--- config.mk ---
export PLATFORM = sky130hd
export DESIGN_NAME = control_fsm_flat
export DESIGN_NICKNAME = d
export VERILOG_FILES = /design/src/rtl/control_fsm_if.sv /design/src/rtl/control_fsm.sv /design/src/flat_wrapper.sv
export SDC_FILE = /design/constraint.sdc
export NUM_CORES = 1
export LEC_CHECK = 0
export ABC_AREA = 1
export CAP_MARGIN = 20
export CORE_AREA = 4 4 75 77
export DETAILED_ROUTE_END_ITERATION = 10
export DIE_AREA = 0 0 79 81
export PLACE_DENSITY = 0.86
export SKIP_LAST_GASP = 1
export SLEW_MARGIN = 5
export SYNTH_ARGS = -nofsm -noshare
export SYNTH_HDL_FRONTEND = slang
export SYNTH_SLANG_ARGS = --single-unit
--- constraint.sdc ---
create_clock -name clk -period 1.75 [get_ports clk]
set_clock_uncertainty 0.05 [all_clocks]
set_input_delay 0.35 -clock clk [delete_from_list [all_inputs] [get_ports clk]]
set_output_delay 0.35 -clock clk [all_outputs]
set_load 0.005 [all_outputs]
--- src/rtl/control_fsm_if.sv ---
// Control-unit handshake bundle: opcode/flash inputs in, datapath strobes and status out.
// The datapath side drives opcode and flash_en; the control unit drives everything else.
interface control_fsm_if #(
  parameter int unsigned WIDTH = 32
) ();
  logic [6:0]       opcode;
  logic             flash_en;
  logic             ir_wren;
  logic             pc_inc;
  logic             regfile_wren;
  logic             halted;
  logic             illegal;
  logic [WIDTH-1:0] instret;
  logic [2:0]       state_dbg;

  modport master (
    output opcode, flash_en,
    input  ir_wren, pc_inc, regfile_wren, halted, illegal, instret, state_dbg
  );

  modport slave (
    input  opcode, flash_en,
    output ir_wren, pc_inc, regfile_wren, halted, illegal, instret, state_dbg
  );
endinterface

--- src/rtl/control_fsm.sv ---
// Multi-cycle RV32I control unit: BOOT/FETCH/LATCH/DECODE/EXECUTE/WRITEBACK/HALT sequencer
// with registered Moore strobes, sticky halt/illegal flags and a retired-instruction counter.
module control_fsm #(
  parameter int unsigned WIDTH       = 32,
  parameter int unsigned MEM_LATENCY = 1
) (
  input  logic          clk,
  input  logic          rst,
  control_fsm_if.slave  bus
);

  localparam int unsigned CNT_W = 4;
  localparam logic [CNT_W-1:0] LAT_M1 = CNT_W'(MEM_LATENCY - 1);

  localparam logic [6:0] OPC_OP       = 7'b0110011;
  localparam logic [6:0] OPC_OP_IMM   = 7'b0010011;
  localparam logic [6:0] OPC_MISC_MEM = 7'b0001111;
  localparam logic [6:0] OPC_SYSTEM   = 7'b1110011;

  typedef enum logic [2:0] {
    BOOT      = 3'd0,
    FETCH     = 3'd1,
    LATCH     = 3'd2,
    DECODE    = 3'd3,
    EXECUTE   = 3'd4,
    WRITEBACK = 3'd5,
    HALT      = 3'd6
  } state_t;

  typedef enum logic [2:0] {
    CLS_NONE = 3'd0,
    CLS_WB   = 3'd1,
    CLS_NOP  = 3'd2,
    CLS_SYS  = 3'd3,
    CLS_ILL  = 3'd4
  } cls_t;

  state_t           state;
  cls_t             cls;
  logic [CNT_W-1:0] wait_cnt;
  logic             ir_wren_q;
  logic             pc_inc_q;
  logic             regfile_wren_q;
  logic             halted_q;
  logic             illegal_q;
  logic [WIDTH-1:0] instret_q;

  function automatic cls_t classify(input logic [6:0] opc);
    cls_t c;
    case (opc)
      OPC_OP, OPC_OP_IMM: c = CLS_WB;
      OPC_MISC_MEM:       c = CLS_NOP;
      OPC_SYSTEM:         c = CLS_SYS;
      default:            c = CLS_ILL;
    endcase
    return c;
  endfunction

  // Strobes are set on the edge entering their state so they line up with state_dbg.
  always_ff @(posedge clk) begin
    if (rst) begin
      state          <= BOOT;
      cls            <= CLS_NONE;
      wait_cnt       <= '0;
      ir_wren_q      <= 1'b0;
      pc_inc_q       <= 1'b0;
      regfile_wren_q <= 1'b0;
      halted_q       <= 1'b0;
      illegal_q      <= 1'b0;
      instret_q      <= '0;
    end else begin
      ir_wren_q      <= 1'b0;
      pc_inc_q       <= 1'b0;
      regfile_wren_q <= 1'b0;

      // WRITEBACK has already pulsed pc_inc, so the instruction counts as retired.
      if (state == WRITEBACK) begin
        instret_q <= instret_q + WIDTH'(1);
      end

      if (bus.flash_en && (state != BOOT)) begin
        state     <= BOOT;
        wait_cnt  <= '0;
        halted_q  <= 1'b0;
        illegal_q <= 1'b0;
      end else begin
        case (state)
          BOOT: begin
            if (!bus.flash_en) begin
              state    <= FETCH;
              wait_cnt <= LAT_M1;
            end
          end
          FETCH: begin
            if (wait_cnt != '0) begin
              wait_cnt <= wait_cnt - CNT_W'(1);
            end else begin
              state     <= LATCH;
              ir_wren_q <= 1'b1;
            end
          end
          LATCH: begin
            state <= DECODE;
          end
          DECODE: begin
            cls   <= classify(bus.opcode);
            state <= EXECUTE;
          end
          EXECUTE: begin
            case (cls)
              CLS_SYS: begin
                state    <= HALT;
                halted_q <= 1'b1;
              end
              CLS_ILL: begin
                state     <= HALT;
                illegal_q <= 1'b1;
              end
              default: begin
                state          <= WRITEBACK;
                pc_inc_q       <= 1'b1;
                regfile_wren_q <= (cls == CLS_WB);
              end
            endcase
          end
          WRITEBACK: begin
            state    <= FETCH;
            wait_cnt <= LAT_M1;
          end
          HALT: begin
            state <= HALT;
          end
          default: begin
            state <= BOOT;
          end
        endcase
      end
    end
  end

  assign bus.ir_wren      = ir_wren_q;
  assign bus.pc_inc       = pc_inc_q;
  assign bus.regfile_wren = regfile_wren_q;
  assign bus.halted       = halted_q;
  assign bus.illegal      = illegal_q;
  assign bus.instret      = instret_q;
  assign bus.state_dbg    = state;

endmodule

--- src/flat_wrapper.sv ---
// flat-port wrapper written by rule: the top's interface ports become plain ports
module control_fsm_flat 
#(
  parameter int unsigned WIDTH       = 32,
  parameter int unsigned MEM_LATENCY = 1
)
  (clk, rst, bus_opcode, bus_flash_en, bus_ir_wren, bus_pc_inc, bus_regfile_wren, bus_halted, bus_illegal, bus_instret, bus_state_dbg);
  control_fsm_if #(.WIDTH(WIDTH)) bus_i ();
  input  logic clk;
  input  logic rst;
  input wire logic [$bits(bus_i.opcode)-1:0] bus_opcode;
  input wire logic [$bits(bus_i.flash_en)-1:0] bus_flash_en;
  output wire logic [$bits(bus_i.ir_wren)-1:0] bus_ir_wren;
  output wire logic [$bits(bus_i.pc_inc)-1:0] bus_pc_inc;
  output wire logic [$bits(bus_i.regfile_wren)-1:0] bus_regfile_wren;
  output wire logic [$bits(bus_i.halted)-1:0] bus_halted;
  output wire logic [$bits(bus_i.illegal)-1:0] bus_illegal;
  output wire logic [$bits(bus_i.instret)-1:0] bus_instret;
  output wire logic [$bits(bus_i.state_dbg)-1:0] bus_state_dbg;
  assign bus_i.opcode = bus_opcode;
  assign bus_i.flash_en = bus_flash_en;
  assign bus_ir_wren = bus_i.ir_wren;
  assign bus_pc_inc = bus_i.pc_inc;
  assign bus_regfile_wren = bus_i.regfile_wren;
  assign bus_halted = bus_i.halted;
  assign bus_illegal = bus_i.illegal;
  assign bus_instret = bus_i.instret;
  assign bus_state_dbg = bus_i.state_dbg;
  control_fsm #(.WIDTH(WIDTH), .MEM_LATENCY(MEM_LATENCY)) u_core (.clk(clk), .rst(rst), .bus(bus_i));
endmodule
==> reports/metrics.cfg, run 1 <==
[worst_setup_path]
r2r_end = u_core.bus.instret[22]
end_kind = output port
path_buf_inv = 1
r2r_slack_ns = 0.17
crit_path_end = bus_state_dbg[0]
cpPeakStageDelay_ns = 0.55
crit_fanout = 5
cp_slowest_cell = clkdlybuf4s50_1
r2r_cells = 8
worst_r2r_startpoint = u_core.bus.instret[1]
cpLargestDelayFamily = buffers and inverters
setup.worst_path.start_class = register
critical_path.startpoint = u_core.bus.state_dbg[0]
worst-path-stages = 1
path_cells = clkdlybuf4s50_1
arrival_ns = 1.32
crit_required_ns = 1.35
critical_path_class = register to output port

[worst_hold_path]
min_path_type = register to register
hp-start = u_core.wait_cnt[0]

[job]
drv_cap = 0

[detailed_routing]
routed_wl_mm = 5.54
viasPerCell = 5.05
drc = 0
wl_per_cell_um = 11.5
drt_iter0_drc = 117
drtPass1Iterations = 4
num_vias = 2436
ant_nets = 0

[grt]
grtUsageMet2_pct = 33.4
grt-ovfl-total = 0
grt_pass1_wl_mm = 9.67
busiest_layer = met2
grt_pass1_vias = 2317
grt_use_total_pct = 18.4
use_met3_pct = 3.88
antenna_found_initial = 0
use_met1_pct = 21.3
grt_max_degree = 19

[floorplanning]
rows = 26
dieArea_um2 = 6400
core_area_um2 = 5010
pin_count = 50
initial_core_util_pct = 48.8
chipWidth_um = 79
die_y_um = 81

[timing]
holdWs_ns = 0.417
period_share_pct = 98.5
relSlewSlack_pct = 78.7
setup_viol = 0
setup-tns-final_ns = 0
maxSlewViolCount = 0
worst_pin_slew_ns = 0.319
timing.final.ws_setup_ns = 0.0271
fmax_ghz = 0.580
fin_crit_ns = 1.72
hold_violations = 0

[placed_design]
dp_hpwl_mm = 4.21
port_buffers = 49
gp_congestion = 0.876
preCtsSetupSlack_ns = 0.149
dp.cells = 474

[layout]
layout_common_cells = 81 x nand2_1, 70 x nor2_1, 49 x clkdlybuf4s50_1
num_antenna_cells = 0
synthToLayoutAreaGrowth_pct = 27.4
layout_commonest_cell = nand2_1
fillers = 456
stdcell_count = 482
layout.nets = 424
drive_gt1_share_pct = 8.25

[synth]
synth_seq_cells = 47
synth.net_count = 372
avgSynthCellArea_um2 = 6.80
ys_seq_area_share_pct = 38.5
ys_warn_count = 0
syn-cell-area_um2 = 2440
synth_cells = 359
synth.distinct_cells = 27

[cts]
h-tree-depth = 2
clockBufferDepth = 2
cts.sinks = 47
cts_tree = yes
cts-root-buf = clkbuf_8
postCtsSetupRepairBufs = 0
clk_pin_slew_ns = 0.09
clk_latency_ns = 0.31
cts_made_buffers = 5

[power]
power_density_nw_per_um2 = 731
ir_worst_vdd_v = 0.000537
power.leakage_nw = 1.23

[outcome]
status = complete, no violations

-- power breakdown --
group / total, mW / internal, mW / switching [mW]
sequential: 1.16 / 1.11 / 0.0451
clock: 0.711 / 0.323 / 0.388
combinational: 0.405 / 0.167 / 0.238
-- cell usage after synthesis (all sizes together) --
cell type  instances  area share (%)
xor2               9             3.2
a21oi             30             6.1
ha                 3             1.5
nor3               7             1.4
buf                3            0.56
or2                2            0.51
clkinv             1            0.15
o21ai              9             1.8
dfxtp             47              39
nand3             31             7.8
and2               1            0.26
nand4              9             2.3
clkbuf             2            0.31
nand2             84              13
o21a               3            0.92
inv               40             6.1
nor2              78              15
-- flip-flops by register name, summed over array words and instances (netlist names) --
register                 count
u_core.bus.instret          32
u_core.wait_cnt              4
u_core.bus.state_dbg         3
u_core.cls                   3
u_core.bus.halted            1
u_core.bus.illegal           1
u_core.bus.ir_wren           1
u_core.bus.pc_inc            1
u_core.bus.regfile_wren      1
-- per-layer routing --
layer | routed length [µm] | vias up
met1 | 2430 | 1112
met2 | 2750 | 66
li1 | - | 1250
met5 | 0 | -
met3 | 281 | 8
met4 | 76 | 0
-- kinds of logic after synthesis --
| group | Yosys count | synth area share [%] |
|---|---|---|
| AO/OA/AOI/OAI | 42 | 8.91 |
| XOR/XNOR | 9 | 3.23 |
| adder cells (fa/ha/maj) | 3 | 1.54 |
| buffers and inverters | 46 | 7.17 |
| flip-flops | 47 | 38.5 |
| AND/OR/NAND/NOR | 212 | 40.6 |
-- per-stage QoR --
stage                     cell area, µm²  power [mW]  utilization [%]
final                               3110        2.27             62.1
after global routing                3110        2.39             62.1
after global placement              3010        1.57             60.0
after floorplan                     2440        1.46                -
after CTS                           3110        2.29             62.0
after detailed placement            3010        1.58             60.0
-- worst min path at each step --
stage | to | slack [ns] | depth (start not counted)
after floorplan | u_core.wait_cnt[0] | 0.38 | 1
after global placement | u_core.wait_cnt[0] | 0.40 | 1
after detailed placement | u_core.wait_cnt[0] | 0.40 | 1
after CTS | u_core.wait_cnt[0] | 0.41 | 1
after global routing | u_core.wait_cnt[0] | 0.44 | 1
final | u_core.wait_cnt[0] | 0.42 | 1
-- timing repair --
action,in CTS,in global routing
endpoints found under the hold margin,0,0
hold buffers,0,0
endpoints found under the setup margin,0,9
resized for setup,0,5
-- area by class of cell --
cell class                 instances  area, µm²  area share (%)
timing repair buffer              50        498            16.0
clock buffer                       6       82.6            2.65
tap                               70       87.6            2.81
sequential                        47        947            30.4
inverter                          41        154            4.95
clock inverter                     2       16.3           0.523
multi-input combinational        266       1330            42.6
(Power assumes the default switching activity.)
==> inputs of run 2 (changes only) <==
--- a/config.mk
+++ b/config.mk
@@ -6,7 +6,7 @@
 export NUM_CORES = 1
 export LEC_CHECK = 0
 export ABC_AREA = 1
-export CAP_MARGIN = 20
+export CAP_MARGIN = 25
 export CORE_AREA = 4 4 75 77
 export DETAILED_ROUTE_END_ITERATION = 10
 export DIE_AREA = 0 0 79 81
==> results of run 2 <==
Same layout as run 1: the final DEF is identical, and so are final timing and power.
